<file path="config.mk">
export PLATFORM = sky130hd
export DESIGN_NAME = pipelined_subtractor46_12
export DESIGN_NICKNAME = d
export VERILOG_FILES = /design/src/rtl/arith_widths_pkg.sv /design/src/rtl/subtract_slice.sv /design/src/rtl/pipelined_subtractor46_12.sv
export SDC_FILE = /design/constraint.sdc
export NUM_CORES = 1
export LEC_CHECK = 0
export ABC_AREA = 1
export ABC_CLOCK_PERIOD_IN_PS = 3890
export CORE_UTILIZATION = 48
export DETAILED_ROUTE_END_ITERATION = 7
export GPL_ROUTABILITY_DRIVEN = 0
export GPL_TIMING_DRIVEN = 0
export PLACE_DENSITY = 0.83
export SLEW_MARGIN = 40
export SYNTH_ARGS = -nofsm -noshare
export SYNTH_HDL_FRONTEND = slang
export SYNTH_HIERARCHICAL = 1
export SYNTH_SLANG_ARGS = --single-unit
</file>
<file path="constraint.sdc">
create_clock -name clk -period 3.89 [get_ports clk]
set_input_delay 0.5835 -clock clk [delete_from_list [all_inputs] [get_ports clk]]
set_output_delay 0.5835 -clock clk [all_outputs]
set_load 0.1 [all_outputs]
</file>
<file path="src/rtl/arith_widths_pkg.sv">
// Shared widths and word type for the 46-bit accumulator add/subtract datapaths.
package arith_widths_pkg;

    localparam int WIDTH_A = 46;
    localparam int WIDTH_B = 34;
    localparam int SPLIT   = 23;

    typedef logic [WIDTH_A-1:0] acc_word_t;

endpackage

</file>
<file path="src/rtl/subtract_slice.sv">
// Combinational N-bit subtract with borrow-in and borrow-out: d = x - y - bin.
module subtract_slice #(
    parameter int N = 23
) (
    input  logic [N-1:0] x,
    input  logic [N-1:0] y,
    input  logic         bin,
    output logic [N-1:0] d,
    output logic         bout
);

    logic [N:0] full;

    // The extra top bit of the widened difference is the borrow out.
    assign full = {1'b0, x} - {1'b0, y} - {{N{1'b0}}, bin};
    assign d    = full[N-1:0];
    assign bout = full[N];

endmodule

</file>
<file path="src/rtl/pipelined_subtractor46_12.sv">
// Two-stage subtractor a - zext(b) with the borrow chain split at SPLIT and valid/ready flow control.
module pipelined_subtractor46_12
    import arith_widths_pkg::*;
#(
    parameter int WIDTH_A = arith_widths_pkg::WIDTH_A,
    parameter int WIDTH_B = arith_widths_pkg::WIDTH_B,
    parameter int SPLIT   = arith_widths_pkg::SPLIT
) (
    input  logic               clk,
    input  logic               rst_n,
    input  logic               in_valid,
    output logic               in_ready,
    input  logic [WIDTH_A-1:0] a,
    input  logic [WIDTH_B-1:0] b,
    output logic               out_valid,
    input  logic               out_ready,
    output logic [WIDTH_A-1:0] diff,
    output logic               borrow
);

    localparam int HI_W = WIDTH_A - SPLIT;

    logic [WIDTH_A-1:0] b_ext;
    logic [SPLIT-1:0]   lo_p0;
    logic               b1_p0;
    logic [HI_W-1:0]    hi_p1;
    logic               bout_p1;

    logic [SPLIT-1:0]   lo_p1;
    logic               b1_p1;
    logic [HI_W-1:0]    a_hi_p1;
    logic [HI_W-1:0]    b_hi_p1;
    logic               vld_p1;

    logic [WIDTH_A-1:0] diff_p2;
    logic               borrow_p2;
    logic               vld_p2;

    logic s2_free;
    logic advance;
    logic accept;

    assign b_ext = {{(WIDTH_A-WIDTH_B){1'b0}}, b};

    assign s2_free  = !vld_p2 || out_ready;
    assign advance  = vld_p1 && s2_free;
    assign in_ready = !vld_p1 || s2_free;
    assign accept   = in_valid && in_ready;

    // Stage 1: low SPLIT-bit borrow chain
    subtract_slice #(.N(SPLIT)) u_lo (
        .x    (a[SPLIT-1:0]),
        .y    (b_ext[SPLIT-1:0]),
        .bin  (1'b0),
        .d    (lo_p0),
        .bout (b1_p0)
    );

    always_ff @(posedge clk or negedge rst_n) begin
        if (!rst_n) begin
            vld_p1  <= 1'b0;
            lo_p1   <= '0;
            b1_p1   <= 1'b0;
            a_hi_p1 <= '0;
            b_hi_p1 <= '0;
        end else begin
            if (accept) begin
                vld_p1  <= 1'b1;
                lo_p1   <= lo_p0;
                b1_p1   <= b1_p0;
                a_hi_p1 <= a[WIDTH_A-1:SPLIT];
                b_hi_p1 <= b_ext[WIDTH_A-1:SPLIT];
            end else if (advance) begin
                vld_p1  <= 1'b0;
            end
        end
    end

    // Stage 2: high chain consumes the stage-1 borrow
    subtract_slice #(.N(HI_W)) u_hi (
        .x    (a_hi_p1),
        .y    (b_hi_p1),
        .bin  (b1_p1),
        .d    (hi_p1),
        .bout (bout_p1)
    );

    always_ff @(posedge clk or negedge rst_n) begin
        if (!rst_n) begin
            vld_p2    <= 1'b0;
            diff_p2   <= '0;
            borrow_p2 <= 1'b0;
        end else begin
            if (advance) begin
                vld_p2    <= 1'b1;
                diff_p2   <= {hi_p1, lo_p1};
                borrow_p2 <= bout_p1;
            end else if (out_ready) begin
                vld_p2    <= 1'b0;
            end
        end
    end

    assign out_valid = vld_p2;
    assign diff      = diff_p2;
    assign borrow    = borrow_p2;

endmodule

</file>
==> reports/results.ini <==
[run]
cap_violations=0

[power_and_ir_drop]
pwr-share-comb=0.603
netSwitchingFraction=0.556
ir_drop_mv=0.534
cellInternalPower_mw=2.92
leakage_nw=6.04
power.share.sequential=0.250
clkPwrFrac=0.147
p_switching_mw=3.66
powerDensity_mw_per_mm2=645

[cts]
ctsHoldBuffers=0
numCtsBuffers=9
clk_path_buf_depth=2
clkSlewWorstSetupHoldPaths_ns=0.07
clk_root_buffer_cell=clkbuf_16
cts_tree=yes
cts_setup_buffers=0
h-tree-depth=3
worstSkewPairLatency_ns=0.36
clkSinkCount=107
cts_repair_resize_count=0

[worst_setup_path]
cp_slowest_cell=buf_2
path_max_fanout=10
cpPeakStageDelay_ns=0.52
critPathKind=input pin to output pin
cp_data_arrival_time_ns=2.17
end_kind=output pin
r2r_cells=13
cp_cell_sequence=clkdlybuf4s50_1 > inv_1 > nand3_2 > clkbuf_1 > buf_2
required_ns=3.31
startpoint_type=input pin

[floorplanning]
die_area_mm2=0.0182
ios=133
die_h_um=135
die_width_um=135
core_area_mm2=0.0172
initial_core_util=0.491
rows=48

[logic_synthesis]
yosys.area_share.adder=0.140
yosysTopAreaCell=dfrtp_1
synthMuxAreaShare=0
yosysSeqAreaShare=0.316
yosysUniqueCellTypes=32
synth-edff-count=0
avgSynthCellArea_um2=6.56
syn_inst=1290
yosys.area_share.simple=0.358
netlist_area_mm2=0.00846
synth_seq_cells=107
ys.flop_type=dfrtp_1
synth-compound-area-share=0.0231
async_reset_ff_frac=1.00
synth_top_family_by_area=simple AND/OR/NAND/NOR gates
synth.area.top_cells=dfrtp_1 32%, nand2_1 22%, ha_1 13%, inv_1 12%, nand3_1 8.9%
yosysMostFrequentCell=nand2_1
yosys_warnings=6
synthXorXnorAreaFrac=0.0269
netlist_top_cells_count=494 x nand2_1, 263 x inv_1, 150 x nand3_1, 107 x dfrtp_1, 88 x ha_1
synth_top_cell_area_share=0.316

[global_route]
grt_start_max_net_pins=69
grt-ovfl-total=0
antenna_found_initial=0
grt_pass1_vias=7686
grt_pass1_wl_um=33300
grt_usage=0.230

[placement]
place_area_mm2=0.00989
dp.final_hpwl_um=16300
dpl_worst_slack_ns=0.851
port_buffers=131

[sta]
timing.fmax_mhz=363
fin_tns_setup_ns=0
tightest_slew_ns=0.665
fin_ws_ns=1.14
maxSlewHeadroom=0.557
period_share=0.708
finalSetupViolations=0
slew_viol_final=0
period_needed_ns=2.75
final-hold-violation-count=0
holdWs_ns=0.0912
rsz0062_at_grt=no
fin_skew_ns=0.00948

[routing]
drt_iter0_drc=554
finalWirelength_um=20100
vias=8242
route.detailed.drc=0
drt_pass1_iterations=5
antenna_left=0
vias_per_cell=4.92
routedWlPerCell_um=12.0

[layout]
final_core_util=0.592
antenna_cells=0
final_cell_area_mm2=0.0102
drive_gt1_frac=0.0683
syn_to_final_growth_pct=20.6
nNetsFinal=1621

[min_path]
min_path_type=input pin to async pin

[run_status]
status=finished, final reports clean

[critical path: cells and delay by family]
kind | cells | cell delay [ns]
and+or+nand+nor | 1 | 0.17
buffers and inverters | 4 | 1.41
[power by group through the flow]
stage,Combinational (mW),Sequential (mW),Clock [mW]
after floorplan,1.59,3.21,0
after global placement,4.08,1.67,0
after detailed placement,3.94,1.67,0
after CTS,3.96,1.65,0.976
after global routing,4.31,1.69,1.02
final,3.97,1.65,0.968
[state kept, by name (all words and copies together), names as in the netlist]
signal     count
b1_p1          1
diff          46
b_hi_p1       11
a_hi_p1       23
lo_p1         23
out_valid      1
borrow         1
vld_p1         1
[layer usage]
| layer | routed length [um] | part of all wire | track usage |
|---|---|---|---|
| met3 | 916 | 0.046 | 0.0244 |
| met5 | 0 | 0 | 0 |
| met2 | 10200 | 0.51 | 0.426 |
| met4 | 807 | 0.040 | 0.106 |
| met1 | 8160 | 0.41 | 0.265 |
[stage by stage]
step                std cells  power [mW]
floorplan                1302        4.80
global placement         1658        5.74
detailed placement       1659        5.61
CTS                      1675        6.59
global route             1675        7.01
finish                   1675        6.59
[cells by family after synthesis]
kind of cell / Yosys count
compound gates: 35
buf+inv: 297
flops: 107
xor+xnor: 26
other cells: 1
fa+ha+maj: 92
simple gates: 732
[cells in the final DEF, fill, tap and decap left out, types with 2 or more instances in the layout]
cell type / Yosys / routed
dfrtp_1: 107 / 107
o21bai_1: 2 / 2
xor2_1: 22 / 22
nand3b_1: 3 / 3
or2_2: 2 / 2
inv_8: 0 / 2
xnor2_1: 4 / 4
clkbuf_16: 0 / 9
nor3_1: 7 / 7
nand2_1: 494 / 494
a21oi_1: 26 / 26
nand3_2: 2 / 2
buf_2: 17 / 66
o21ai_0: 2 / 2
fa_1: 4 / 4
nor2_1: 56 / 56
ha_1: 88 / 88
nor2_2: 4 / 4
nand3_1: 150 / 150
nand4_1: 11 / 11
inv_1: 263 / 263
conb_1: 1 / 13
clkdlybuf4s50_1: 0 / 81
clkinv_4: 0 / 3
clkbuf_1: 14 / 14
[worst paths after layout]
kind,start,endpoint,slack [ns]
setup / recovery,out_ready,in_ready,1.14
hold / removal,rst_n,diff[45]$_DFFE_PN0P_,0.09
setup reg to reg,b_hi_p1[0]$_DFFE_PN0P_,diff[35]$_DFFE_PN0P_,1.53
hold reg to reg,diff[43]$_DFFE_PN0P_,diff[43]$_DFFE_PN0P_,0.47
max in group asynchronous,rst_n,a_hi_p1[8]$_DFFE_PN0P_,3.19
min in group clk,diff[43]$_DFFE_PN0P_,diff[43]$_DFFE_PN0P_,0.47
[final cells by class]
cell class	instances	area, um2
Clock buffer	9	225
Clock inverter	7	95.1
Timing Repair Buffer	132	1100
Multi-Input combinational cell	898	4680
Tap cell	225	282
Fill cell	1638	7030
Inverter	263	987
Buffer	34	160
Sequential cell	107	2680
Power figures use the tool's default switching activity.
